### config.mk
export PLATFORM = sky130hd
export DESIGN_NAME = seq_arb_flat
export DESIGN_NICKNAME = d
export VERILOG_FILES = /design/src/rtl/seq_arb_if.sv /design/src/rtl/seq_arb.sv /design/src/flat_wrapper.sv
export SDC_FILE = /design/constraint.sdc
export NUM_CORES = 1
export LEC_CHECK = 0
export BUFFER_PORTS_ARGS = -buffer_cell sky130_fd_sc_hd__buf_2
export CORE_UTILIZATION = 55
export CTS_BUF_LIST = sky130_fd_sc_hd__clkbuf_8
export CTS_CLUSTER_DIAMETER = 100
export DETAILED_ROUTE_END_ITERATION = 8
export GPL_TIMING_DRIVEN = 0
export PLACE_DENSITY_LB_ADDON = 0.08
export SLEW_MARGIN = 20
export SYNTH_ARGS = -nofsm -noshare
export SYNTH_HDL_FRONTEND = slang
export SYNTH_SLANG_ARGS = --single-unit
### constraint.sdc
create_clock -name clk -period 1.95 [get_ports clk]
set_input_delay 0.195 -clock clk [delete_from_list [all_inputs] [get_ports clk]]
set_output_delay 0.195 -clock clk [all_outputs]
set_load 0.02 [all_outputs]
### src/rtl/seq_arb_if.sv
// Handshake and detector-side signals of the two-requester serializing arbiter.
// The slave modport is the arbiter's view; the master modport is the environment's.
interface seq_arb_if #(
  parameter int DATA_WIDTH = 16,
  parameter int CNT_WIDTH  = 4,
  parameter int IDX_WIDTH  = 5
);
  logic                  in0_valid;
  logic                  in0_ready;
  logic [DATA_WIDTH-1:0] in0_data;
  logic                  in1_valid;
  logic                  in1_ready;
  logic [DATA_WIDTH-1:0] in1_data;
  logic                  seq_bit;
  logic                  det_hit;
  logic                  done;
  logic                  done_id;
  logic [CNT_WIDTH-1:0]  hit_cnt;
  logic                  hit_any;
  logic [IDX_WIDTH-1:0]  first_idx;

  modport slave (
    input  in0_valid, in0_data, in1_valid, in1_data, det_hit,
    output in0_ready, in1_ready, seq_bit, done, done_id, hit_cnt, hit_any, first_idx
  );

  modport master (
    output in0_valid, in0_data, in1_valid, in1_data, det_hit,
    input  in0_ready, in1_ready, seq_bit, done, done_id, hit_cnt, hit_any, first_idx
  );
endinterface

### src/rtl/seq_arb.sv
// Round-robin arbiter that serializes one requester word MSB first into an external
// sequence detector and reports how many times, and first where, the detector matched.
module seq_arb #(
  parameter int DATA_WIDTH = 16,
  parameter int CNT_WIDTH  = 4,
  parameter int IDX_WIDTH  = 5
) (
  input logic   clk,
  input logic   rst_n,
  seq_arb_if.slave bus
);

  localparam int BCW = (DATA_WIDTH > 1) ? $clog2(DATA_WIDTH) : 1;

  typedef enum logic [1:0] {IDLE, SHIFT, DRAIN, DONE} state_t;

  state_t                state;
  logic                  last_grant;
  logic                  granted;
  logic                  accept;
  logic                  sample_en;
  logic                  last_bit;
  logic [DATA_WIDTH-1:0] data_sel;
  logic [DATA_WIDTH-1:0] shift_reg;
  logic [BCW-1:0]        bit_cnt;
  logic [IDX_WIDTH-1:0]  samp_idx;

  logic                  seq_bit_q;
  logic                  done_q;
  logic                  done_id_q;
  logic [CNT_WIDTH-1:0]  hit_cnt_q;
  logic                  hit_any_q;
  logic [IDX_WIDTH-1:0]  first_idx_q;

  always_comb begin
    // NOTE: every combinational output gets a default first so no path leaves it unassigned (no latch).
    granted = ~last_grant;
    if (bus.in0_valid && !bus.in1_valid) begin
      granted = 1'b0;
    end else if (bus.in1_valid && !bus.in0_valid) begin
      granted = 1'b1;
    end
    accept    = (state == IDLE) && (granted ? bus.in1_valid : bus.in0_valid);
    data_sel  = granted ? bus.in1_data : bus.in0_data;
    // det_hit for bit k is valid two edges after bit k was launched.
    sample_en = ((state == SHIFT) && (bit_cnt != '0)) || (state == DRAIN);
    last_bit  = (bit_cnt == BCW'(DATA_WIDTH - 1));
  end

  assign bus.in0_ready = (state == IDLE) && !granted;
  assign bus.in1_ready = (state == IDLE) &&  granted;
  assign bus.seq_bit   = seq_bit_q;
  assign bus.done      = done_q;
  assign bus.done_id   = done_id_q;
  assign bus.hit_cnt   = hit_cnt_q;
  assign bus.hit_any   = hit_any_q;
  assign bus.first_idx = first_idx_q;

  // NOTE: the word buffer is pure datapath; it is always loaded before use, so it carries no reset.
  always_ff @(posedge clk) begin
    if (accept) begin
      shift_reg <= data_sel << 1;
    end else if (state == SHIFT) begin
      shift_reg <= shift_reg << 1;
    end
  end

  always_ff @(posedge clk or negedge rst_n) begin
    if (!rst_n) begin
      state       <= IDLE;
      last_grant  <= 1'b1;
      bit_cnt     <= '0;
      samp_idx    <= '0;
      seq_bit_q   <= 1'b0;
      done_q      <= 1'b0;
      done_id_q   <= 1'b0;
      hit_cnt_q   <= '0;
      hit_any_q   <= 1'b0;
      first_idx_q <= '0;
    end else begin
      // NOTE: non-blocking assignments so every register updates from pre-edge values.
      done_q <= 1'b0;

      if (sample_en) begin
        samp_idx <= samp_idx + 1'b1;
        if (bus.det_hit) begin
          if (hit_cnt_q != '1) begin
            hit_cnt_q <= hit_cnt_q + 1'b1;
          end
          if (!hit_any_q) begin
            hit_any_q   <= 1'b1;
            first_idx_q <= samp_idx;
          end
        end
      end

      unique case (state)
        IDLE: begin
          if (accept) begin
            state       <= SHIFT;
            last_grant  <= granted;
            done_id_q   <= granted;
            hit_cnt_q   <= '0;
            hit_any_q   <= 1'b0;
            first_idx_q <= '0;
            bit_cnt     <= '0;
            samp_idx    <= '0;
            seq_bit_q   <= data_sel[DATA_WIDTH-1];
          end
        end
        SHIFT: begin
          bit_cnt <= bit_cnt + 1'b1;
          if (last_bit) begin
            seq_bit_q <= 1'b0;
            state     <= DRAIN;
          end else begin
            seq_bit_q <= shift_reg[DATA_WIDTH-1];
          end
        end
        DRAIN: begin
          done_q <= 1'b1;
          state  <= DONE;
        end
        DONE: begin
          state <= IDLE;
        end
        default: begin
          state <= IDLE;
        end
      endcase
    end
  end

endmodule

### src/flat_wrapper.sv
// flat-port wrapper written by rule: the top's interface ports become plain ports
module seq_arb_flat 
#(
  parameter int DATA_WIDTH = 16,
  parameter int CNT_WIDTH  = 4,
  parameter int IDX_WIDTH  = 5
)
  (clk, rst_n, bus_in0_valid, bus_in0_data, bus_in1_valid, bus_in1_data, bus_det_hit, bus_in0_ready, bus_in1_ready, bus_seq_bit, bus_done, bus_done_id, bus_hit_cnt, bus_hit_any, bus_first_idx);
  seq_arb_if #(.DATA_WIDTH(DATA_WIDTH), .CNT_WIDTH(CNT_WIDTH), .IDX_WIDTH(IDX_WIDTH)) bus_i ();
  input logic clk;
  input logic rst_n;
  input wire logic [$bits(bus_i.in0_valid)-1:0] bus_in0_valid;
  input wire logic [$bits(bus_i.in0_data)-1:0] bus_in0_data;
  input wire logic [$bits(bus_i.in1_valid)-1:0] bus_in1_valid;
  input wire logic [$bits(bus_i.in1_data)-1:0] bus_in1_data;
  input wire logic [$bits(bus_i.det_hit)-1:0] bus_det_hit;
  output wire logic [$bits(bus_i.in0_ready)-1:0] bus_in0_ready;
  output wire logic [$bits(bus_i.in1_ready)-1:0] bus_in1_ready;
  output wire logic [$bits(bus_i.seq_bit)-1:0] bus_seq_bit;
  output wire logic [$bits(bus_i.done)-1:0] bus_done;
  output wire logic [$bits(bus_i.done_id)-1:0] bus_done_id;
  output wire logic [$bits(bus_i.hit_cnt)-1:0] bus_hit_cnt;
  output wire logic [$bits(bus_i.hit_any)-1:0] bus_hit_any;
  output wire logic [$bits(bus_i.first_idx)-1:0] bus_first_idx;
  assign bus_i.in0_valid = bus_in0_valid;
  assign bus_i.in0_data = bus_in0_data;
  assign bus_i.in1_valid = bus_in1_valid;
  assign bus_i.in1_data = bus_in1_data;
  assign bus_i.det_hit = bus_det_hit;
  assign bus_in0_ready = bus_i.in0_ready;
  assign bus_in1_ready = bus_i.in1_ready;
  assign bus_seq_bit = bus_i.seq_bit;
  assign bus_done = bus_i.done;
  assign bus_done_id = bus_i.done_id;
  assign bus_hit_cnt = bus_i.hit_cnt;
  assign bus_hit_any = bus_i.hit_any;
  assign bus_first_idx = bus_i.first_idx;
  seq_arb #(.DATA_WIDTH(DATA_WIDTH), .CNT_WIDTH(CNT_WIDTH), .IDX_WIDTH(IDX_WIDTH)) u_core (.clk(clk), .rst_n(rst_n), .bus(bus_i));
endmodule
=== After elaboration in Yosys (flattened, before gate mapping) ===
Cells that the tools add are included.
Widths: inputs -> output; s select.

* Add/sub/neg operators: 3
* Equal/unequal tests: 7
* Muxes and demuxes: 32
* Bitwise operators: 1
* Reduce and logical (&&, ||, !) cells: 17

{| class="wikitable"
|+ Operator list
! kind !! count
|-
| $mux 16 || 3
|-
| $mux 5 || 8
|-
| $mux 4 || 6
|-
| $mux 1 || 10
|-
| $add 4x1->4 const B || 2
|-
| $pmux 2 s4 || 1
|-
| $pmux 4 s2 || 1
|-
| $logic_and 1x1->1 || 6
|-
| $reduce_and 2->1 || 3
|-
| $add 5x1->5 const B || 1
|-
| $eq 2x2->1 const B || 2
|-
| $eq 4x4->1 const B || 1
|-
| $mux 2 || 2
|-
| $ne 2x1->1 const B || 2
|-
| $ne 4x4->1 const B || 1
|-
| $reduce_bool 2->1 || 2
|-
| $reduce_bool 4->1 || 1
|-
| $logic_not 1->1 || 3
|-
| $eq 2x1->1 const B || 1
|-
| $logic_not 2->1 || 1
|-
| $pmux 1 s2 || 1
|-
| $logic_or 1x1->1 || 1
|-
| $not 1->1 || 1
|}

* Bits in registers: 40
* Output and inout port bits: 15

=== Depth between registers and ports, before layout ===
Gate-level depths: netlist (run 1).

* Depth after elaboration: 8
* Depth in mapped cells: 7
* Gate-level depth less buffers: 6

=== Worst setup path before layout (run 1) ===
OpenSTA, ideal clock, no wires.

* Kind: flip-flop to flip-flop
* Start: register u_core.state[0]
* End: register u_core.shift_reg[10], enable pin
* Setup time: 0.356 ns
* Arrival time: 1.351 ns
* Data required time: 1.594 ns
* Path slack: 0.244 ns
* Cell stages (with the launch flop): 6
* Buffers on the path: 1
* Clock period less this slack: 1.706 ns
* Cells stage by stage: dfrtp_1 -> inv_1 -> ha_1 -> o21ai_2 -> clkbuf_1 -> nand2_1

* Cells in the longest elaborated chain, start to end: 3

{| class="wikitable"
|+ RTL lines
! item !! RTL line !! source
|-
| start, declared || seq_arb.sv:17 || <nowiki>state_t state;</nowiki>
|-
| start signal, assigned || seq_arb.sv:70 || <nowiki>state <= IDLE;</nowiki>
|-
| start signal, assigned || seq_arb.sv:100 || <nowiki>state <= SHIFT;</nowiki>
|-
| start signal, assigned || seq_arb.sv:115 || <nowiki>state <= DRAIN;</nowiki>
|-
| $logic_not 2->1 || seq_arb.sv:43 || <nowiki>accept = (state == IDLE) && (granted ? bus.in1_valid : bus.in0_valid);</nowiki>
|-
| $logic_and 1x1->1 || seq_arb.sv:43 ||
|-
| $reduce_bool 2->1 (no source line) (*) || -- ||
|-
| end signal, assigned || seq_arb.sv:62 || <nowiki>shift_reg <= data_sel << 1;</nowiki>
|-
| end signal, assigned || seq_arb.sv:64 || <nowiki>shift_reg <= shift_reg << 1;</nowiki>
|-
| end, declared || seq_arb.sv:24 || <nowiki>logic [DATA_WIDTH-1:0] shift_reg;</nowiki>
|}

Mark *: on every way between the ends. The rest lies on a longest branch, timed or not.
A chain may end at the register's enable or synchronous reset.

=== Worst setup path in the final report (run 1) ===
* Start: register u_core.state[1]
* End: register u_core.state[1]

* Cells in the longest elaborated chain, start to end: 4

{| class="wikitable"
|+ RTL lines
! item !! RTL line
|-
| $logic_not 2->1 || seq_arb.sv:43, seq_arb.sv:97
|-
| $logic_and 1x1->1 || seq_arb.sv:43
|-
| $ne 2x1->1 (no source line) || --
|-
| $reduce_and 2->1 (no source line) || --
|}

Several ways; a longest one is shown, not always the timed one.

==> run summary, run 1 <==
Mean area per synthesized cell: 10.7 sq um
P_leak: 1.19 nW
Startpoint types: flop
Sequential area share after synthesis: 51.9%
Mapped Nets: 238
Mapped Area: 0.00208 sq mm
# diodes: 0
Share of cells above drive strength 1: 29.0%
Setup_tns: 0 ns
FFs w/ async S/R, synth: 62.5%
Initial DRC count: 115
Most common cell after layout, fill and taps aside: buf_2
Die W: 63.5 um
Final non-filler cell total: 301
Die area: 0.00403 sq mm
Power Dens Cells: 1520 mW/mm^2
RSZ-0062 raised after global routing: yes
Hold Path Sink: u_core.last_grant$_DFFE_PN1P_
Post-synthesis cell type count: 40
Core box area: 0.00347 sq mm
Slew @ Worst Pin: 0.566 ns
Row count: 21
WL/cell: 13.1 um
Largest net degree at the start of global routing: 26
Worst slew margin: 62.3%
Die H: 63.5 um
Clock sink count: 40
Clk root buf: clkbuf_8
Dpl cells: 290
Routability cong.: 0.778
Initial Util: 59.9%
Ys flop type: dfrtp_1
Clock Latency Late Sink: 0.29 ns
Peak supply drop: 1.01 mV
Synthesized instance count: 194
Reg2reg end: u_core.state[1]$_DFFE_PN0P_
Critical Path RT: 2.13 ns
Number of nets in the layout: 298
Critical path type: reg -> reg
Clock Skew: 0.00744 ns
Final HPWL DP: 2.85 mm
GRT Overall Usage: 22.1%
Gr ovfl total: 0
Worst r2r path cells: 6
Routed Antenna Nets: 0
Detailed-route via count: 1604
IO buf count: 50
Status: finished clean
DR pass1 iterations: 4
Critical Path Sink Type: flop
Initial antenna violation count: 0
Crit-path max FO: 6
HP Class: in -> reg
Clk pin slew, worst setup/hold paths: 0.08 ns
Fmax: 0.557 GHz
R2R Setup Slk: 0.15 ns
CTS tree: done
RR Startpoint: u_core.state[1]$_DFFE_PN0P_
FF+latch count, synth: 40
Placed cell areas: 0.00238 sq mm
CTS Buf Count: 5
First-pass GRT wire length: 6.71 mm
Tcrit/Tclk final: 92.1%
Worst slack at placement: -0.210 ns
Max reg flops: 15
Hold Path Stages: 2
Hold Violations, Final: 0
Filler instances: 284
Deepest clock path buffer count: 2
Slew Limit Fails: 0
Area grow syn2layout: 21.0%
Number of global-route vias before repair: 1466
Overall Power: 3.82 mW
# IOs: 52
Fin crit period: 1.80 ns
Max-cap violations: 0
Crit path DAT: 1.97 ns
Synth warn: 0
Final worst slack: 0.155 ns
Post-synth EDFFs: 15
Vias per cell: 5.33
H-tree depth: 2
Endpoints failing setup: 0
DRT Wirelength: 3.94 mm
Min Hold Slack: 0.139 ns
# DRC: 0
Final instance area: 0.00251 sq mm
Hold Startpoint: bus_in0_valid
Fin util: 72.5%
Most frequent cells in the layout: 51 x buf_2, 25 x nand2_1, 24 x dfrtp_1, 16 x mux2i_1, 15 x edfxtp_1
==> worst max-delay path by stage <==
stage	cells after the start	slack [ns]	start	end
6_report	6	0.15	u_core.state[1]$_DFFE_PN0P_	u_core.state[1]$_DFFE_PN0P_
5_1_grt	6	-0.002	u_core.state[0]$_DFFE_PN0P_	u_core.bus.hit_cnt[1]$_DFF_PN0_
4_1_cts	5	0.03	u_core.last_grant$_DFFE_PN1P_	bus_in0_ready
3_5_place_dp	5	-0.21	u_core.state[0]$_DFFE_PN0P_	u_core.shift_reg[5]$_DFFE_PP_
3_3_place_gp	5	-0.15	u_core.state[0]$_DFFE_PN0P_	u_core.shift_reg[12]$_DFFE_PP_
2_1_floorplan	5	0.24	u_core.state[0]$_DFFE_PN0P_	u_core.shift_reg[10]$_DFFE_PP_
==> layout make-up <==
cell class | count | area, sq um | share of cell area, %
Buffer | 8 | 43.8 | 1.74
Clock buffer | 7 | 96.3 | 3.83
Clock inverter | 1 | 3.75 | 0.149
Inverter | 6 | 22.5 | 0.896
Multi-Input combinational cell | 140 | 937 | 37.3
Sequential cell | 40 | 1080 | 42.9
Tap cell | 46 | 57.6 | 2.29
Timing Repair Buffer | 53 | 275 | 11.0
==> worst max-delay path, cell delays in order (launching register included) <==
cell     delay (ns)
dfrtp_1        0.39
inv_1          0.08
ha_1           0.28
inv_1          0.17
a31oi_1        0.32
nor2_1         0.11
mux2_1         0.33
==> logic make-up after synthesis <==
kind of cell,count (synthesis),synth area share [%]
simple gates,67,17.0
compound gates,43,13.0
flops,40,51.9
mux,17,8.25
buf+inv,14,3.13
fa+ha+maj,7,4.22
xor+xnor,6,2.53
==> power breakdown <==
part           leakage [nW]  total, mW  switching, mW  internal (mW)
Sequential            0.472       1.54          0.201           1.34
Clock                0.0557      0.593          0.275          0.318
Combinational         0.667       1.68           1.03          0.654
Total                  1.19       3.82           1.50           2.31
==> cell usage after synthesis, drive strengths merged (2+ instances only) <==
cell type | count | area share [%]
nor3b | 2 | 0.72
mux2i | 16 | 7.7
xnor2 | 6 | 2.5
buf | 4 | 1.3
o21ai | 25 | 6.4
a31oi | 2 | 0.60
nor2 | 16 | 3.9
nor2b | 2 | 0.60
a32o | 2 | 0.96
a21oi | 6 | 1.4
edfxtp | 15 | 22
ha | 7 | 4.2
clkbuf | 4 | 0.72
nand3 | 9 | 2.2
nor3 | 6 | 1.9
and3 | 2 | 0.60
o31ai | 2 | 0.72
dfrtp | 24 | 29
inv | 6 | 1.1
nand2 | 26 | 4.7
==> per-layer routing <==
metal | routed length [um] | up-vias | GRT usage, %
li1 | - | 815 | -
met1 | 1840 | 746 | 29.0
met2 | 1900 | 37 | 35.4
met3 | 155 | 6 | 6.52
met4 | 44 | 0 | 5.97
met5 | 0 | - | 0
==> repair_timing <==
| action | CTS | global route |
|---|---|---|
| pin swaps | 0 | 2 |
| setup buffers | 0 | 2 |
| hold endpoints to repair | 24 | 0 |
| endpoints found under the setup margin | 15 | 5 |
| gates resized for setup | 2 | 0 |
| hold buffers | 1 | 0 |
Note: power is estimated with default switching activity, not from simulation.
==> inputs of run 2 (changes only) <==
ABC_AREA = 1   (was default)
CORE_UTILIZATION = 56   (was 55)
==> run summary, run 2 <==
Final instance area: 0.00265 sq mm
Largest net degree at the start of global routing: 26
Share of cells above drive strength 1: 23.2%
Routability cong.: 0.814
Dpl cells: 379
Status: finished clean
HP Class: in -> reg
Max-cap violations: 0
FF+latch count, synth: 40
Tcrit/Tclk final: 91.4%
Initial DRC count: 206
Routed Antenna Nets: 0
Detailed-route via count: 1994
Fmax: 0.561 GHz
Die H: 65.2 um
CP Cell Sequence: nand2_1, nand2_1, nand2_4, buf_2, nor2_1, buf_2
Post-synth EDFFs: 15
# IOs: 52
Clock Skew: 0.00910 ns
First-pass GRT wire length: 7.65 mm
Endpoints failing setup: 0
CTS Buf Count: 5
Seq. cell area: 0.00108 sq mm
Post-synthesis cell type count: 28
GRT Overall Usage: 23.7%
# DRC: 0
Critical Path RT: 1.75 ns
Final worst slack: 0.167 ns
Slew Limit Fails: 0
Synth warn: 0
Overall Power: 4.05 mW
Mapped Nets: 324
RSZ-0062 raised after global routing: no
Slew @ Worst Pin: 0.617 ns
Crit path DAT: 1.59 ns
WL/cell: 11.9 um
CP Buf/Inv Count: 2
Placed cell areas: 0.00255 sq mm
Max reg flops: 15
Share of the synthesized area in the top cell type: 26.8%
Die area: 0.00425 sq mm
Largest cells by area after synthesis: dfrtp_1 27%, edfxtp_1 20%, nand2_1 15%
Critical Path Sink Type: primary output
Initial antenna violation count: 0
Ys flop type: dfrtp_1
# diodes: 0
Area of the multi-input gates: 961 sq um
Final HPWL DP: 3.27 mm
Most frequent cell after synthesis: nand2_1
Power Dens Cells: 1530 mW/mm^2
Vias per cell: 5.14
Number of nets in the layout: 383
Clk pin slew, worst setup/hold paths: 0.08 ns
Synthesized instance count: 280
Most common cell after layout, fill and taps aside: nand2_1
Row count: 22
Deepest clock path buffer count: 2
CTS tree: done
Area grow syn2layout: 18.2%
Crit-path max FO: 10
Mapped Area: 0.00224 sq mm
Most common library cells after synthesis: 91 x nand2_1, 27 x inv_1, 26 x nor2_1
Peak supply drop: 0.929 mV
Fin crit period: 1.78 ns
Sequential area share after synthesis: 48.2%
DRT Wirelength: 4.61 mm
H-tree depth: 2
Worst slack at placement: 0.149 ns
P_leak: 1.31 nW
Critical path type: reg -> out
Largest stage delay, worst path: 0.54 ns
Clock Latency Late Sink: 0.29 ns
Number of global-route vias before repair: 1754
CP delay by family, top: flip-flops
FFs w/ async S/R, synth: 62.5%
Final non-filler cell total: 388
Die W: 65.2 um
Area leader, netlist: dfrtp_1
IO buf count: 51
Initial Util: 59.8%
Mean area per synthesized cell: 7.99 sq um
Crit-path slowest cell: dfstp_2
Clk root buf: clkbuf_8
DR pass1 iterations: 4
Filler instances: 315
Setup_tns: 0 ns
Clock sink count: 40
Core box area: 0.00374 sq mm
Most frequent cells in the layout: 91 x nand2_1, 54 x buf_2, 27 x inv_1, 26 x nor2_1, 24 x dfrtp_1
Hold Violations, Final: 0
Gr ovfl total: 0
Worst slew margin: 58.8%
Startpoint types: flop
[run 2: cell count changes after synthesis, sizes merged, moves of 6 or more]
| cell | delta |
|---|---|
| a21oi | +12 |
| o21ai | -11 |
| mux2i | -16 |
| a31oi | +12 |
| nand3 | +6 |
| nor2 | +10 |
| nand2 | +69 |
| inv | +26 |
| xnor2 | -6 |
[run 2: final cells by class]
cell class                 count  share of cell area, %
clock inverter                 3                  0.520
sequential                    40                   40.7
tap                           48                   2.27
clock buffer                   5                   2.60
multi-input combinational    198                   36.3
inverter                      33                   4.82
buffer                         9                   2.70
timing repair buffer          52                   10.0
[run 2: routing by layer]
layer,up-vias,part of all wire (%),routed length [um],global-route usage [%]
met3,2,4.5,206,3.65
met2,55,48,2190,40.3
met5,-,0,0,0
met4,0,0.37,17,7.34
met1,914,48,2200,30.9
li1,1023,-,-,-
[run 2: path summary, 6_finish.rpt]
| path | start | endpoint | slack (ns) | cells past startpoint |
|---|---|---|---|---|
| worst max-delay path | u_core.last_grant$_DFFE_PN1P_ | bus_in0_ready | 0.17 | 6 |
| worst max register to register | u_core.state[1]$_DFFE_PN0P_ | u_core.shift_reg[10]$_DFFE_PP_ | 0.18 | 4 |
| min in group asynchronous | rst_n | u_core.samp_idx[1]$_DFF_PN0_ | 0.43 | 2 |
| worst min-delay path | bus_in0_data[8] | u_core.shift_reg[9]$_DFFE_PP_ | 0.24 | 3 |
| max in group asynchronous | rst_n | u_core.bus.hit_cnt[1]$_DFF_PN0_ | 1.14 | 2 |
| worst min register to register | u_core.bus.done_id$_DFFE_PN0P_ | u_core.bus.done_id$_DFFE_PN0P_ | 0.51 | 2 |
[run 2: timing repair]
| action | 4_1_cts | 5_1_grt |
|---|---|---|
| resized for setup | 0 | 0 |
| endpoints found under the hold margin | 24 | 0 |
| hold buffers | 1 | 0 |
| buffers inserted | 0 | 0 |
[run 2: kinds of logic (layout without fill, tap and decap cells)]
kind of cell               count (synthesis)  count (layout)  share of synthesized area (%)
AOI/OAI and AO/OA                         48              48                           11.9
DFF                                       40              40                           48.2
adders and majority gates                  7               7                           3.91
buffers and inverters                     42             102                           8.89
xor gates and xnor gates                   3               3                           1.17
and+or+nand+nor                          140             140                           26.0
[run 2: stage by stage]
step | util [%] | hold WS (ns)
2_1_floorplan | - | -0.101
3_3_place_gp | 68.2 | 0.221
3_5_place_dp | 68.2 | 0.229
4_1_cts | 70.7 | 0.239
5_1_grt | 70.7 | 0.249
6_report | 70.7 | 0.243
[run 2: worst register-to-register path, stage by stage (launching register included)]
cell and delay [ns]:
dfrtp_1 0.38, inv_1 0.10, ha_1 0.29, nand2_4 0.14, nand2_1 0.49
[run 2: power by group]
part           switching, mW  total, mW  internal [mW]  leakage, nW
clock network          0.288      0.531          0.243       0.0453
logic                   1.26       1.94          0.685        0.798
registers              0.212       1.57           1.36        0.469
==> inputs of run 3 (changes only) <==
BUFFER_PORTS_ARGS = default   (was -buffer_cell sky130_fd_sc_hd__buf_2)
CORE_UTILIZATION = 60   (was 56)
DONT_BUFFER_PORTS = 1   (was default)
HOLD_SLACK_MARGIN = 0.08   (was default)
==> run summary, run 3 (synthesized netlist as in run 2, its figures left out) <==
Status: finished clean
WL/cell: 12.9 um
GRT Overall Usage: 24.4%
Row count: 21
# DRC: 0
IO buf count: 0
Crit-path max FO: 15
P_leak: 1.10 nW
Area grow syn2layout: 8.28%
Die H: 63.1 um
Core box area: 0.00344 sq mm
Final HPWL DP: 3.05 mm
Slew @ Worst Pin: 0.632 ns
Gr ovfl total: 0
Max reg flops: 15
CTS tree: done
Hold Violations, Final: 0
Number of nets in the layout: 333
H-tree depth: 2
Slew Limit Fails: 0
RSZ-0062 raised after global routing: no
Clk pin slew, worst setup/hold paths: 0.08 ns
Deepest clock path buffer count: 2
Dpl cells: 326
Overall Power: 3.97 mW
Worst slew margin: 57.8%
HP Class: in -> reg
Die area: 0.00398 sq mm
Worst slack at placement: 0.137 ns
Routability cong.: 0.799
DRT Wirelength: 4.34 mm
Final instance area: 0.00242 sq mm
Initial Util: 65.0%
Critical Path Sink Type: flop
Min Hold Slack: 0.127 ns
Peak supply drop: 1.01 mV
CTS Buf Count: 5
Post-CTS sizing: 0
Fmax: 0.552 GHz
Power Dens Cells: 1640 mW/mm^2
Most common cell after layout, fill and taps aside: nand2_1
Clock Latency Late Sink: 0.29 ns
First-pass GRT wire length: 7.58 mm
Most frequent cells in the layout: 91 x nand2_1, 27 x inv_1, 26 x nor2_1, 24 x dfrtp_1, 18 x a21oi_1
Crit path DAT: 1.74 ns
Fin crit period: 1.81 ns
Initial antenna violation count: 0
Tcrit/Tclk final: 93.0%
Clock sink count: 40
Max-cap violations: 0
Initial DRC count: 154
Critical path type: reg -> reg
Final non-filler cell total: 336
Largest net degree at the start of global routing: 26
Detailed-route via count: 1810
Postcts setup bufs: 0
# IOs: 52
Post-CTS Hold Fix Bufs: 2
# diodes: 0
Final worst slack: 0.137 ns
Routed Antenna Nets: 0
Clk root buf: clkbuf_8
Fin util: 70.4%
Critical Path RT: 1.88 ns
Number of global-route vias before repair: 1733
Placed cell areas: 0.00229 sq mm
Die W: 63.1 um
Startpoint types: flop
Endpoints failing setup: 0
DR pass1 iterations: 4
Setup_tns: 0 ns
Vias per cell: 5.39
Clock Skew: 0.00413 ns
Share of cells above drive strength 1: 10.3%
run 3: final cells by class:
class,instances,area [sq um]
clock inverter,2,15.0
multi-input combinational,198,961
inverter,33,128
fill,287,1020
tap,46,57.6
buffer,9,71.3
clock buffer,6,82.6
timing repair buffer,2,30.0
sequential,40,1080
run 3: per-layer routing:
layer / share of wire (%) / global-route usage (%) / vias up
met3: 6.6 / 8.15 / 7
li1: - / - / 922
met2: 46 / 38.6 / 64
met1: 46 / 31.3 / 817
met4: 1.3 / 8.14 / 0
met5: 0 / 0 / -
run 3: critical path: stages (launching register included):
cell and delay [ns]:
dfrtp_1 0.38, inv_1 0.10, ha_1 0.30, nand2_4 0.16
nand2_1 0.51
run 3: worst paths after layout:
| check | start | to | slack, ns | cells after the start |
|---|---|---|---|---|
| worst max-delay path | u_core.state[0]$_DFFE_PN0P_ | u_core.shift_reg[15]$_DFFE_PP_ | 0.14 | 4 |
| worst min-delay path | bus_in0_data[15] | u_core.bus.seq_bit$_DFFE_PN0P_ | 0.13 | 4 |
| worst max register to register | u_core.state[0]$_DFFE_PN0P_ | u_core.shift_reg[15]$_DFFE_PP_ | 0.14 | 4 |
| worst min register to register | u_core.last_grant$_DFFE_PN1P_ | u_core.last_grant$_DFFE_PN1P_ | 0.52 | 2 |
| max in group asynchronous | rst_n | u_core.last_grant$_DFFE_PN1P_ | 1.40 | 2 |
| min in group asynchronous | rst_n | u_core.bus.first_idx[0]$_DFF_PN0_ | 0.33 | 2 |
run 3: power by group:
| part | internal, mW | switching, mW | total [mW] |
|---|---|---|---|
| Clock | 0.287 | 0.303 | 0.589 |
| Combinational | 0.592 | 1.08 | 1.67 |
| Sequential | 1.36 | 0.350 | 1.71 |
| Total | 2.24 | 1.73 | 3.97 |
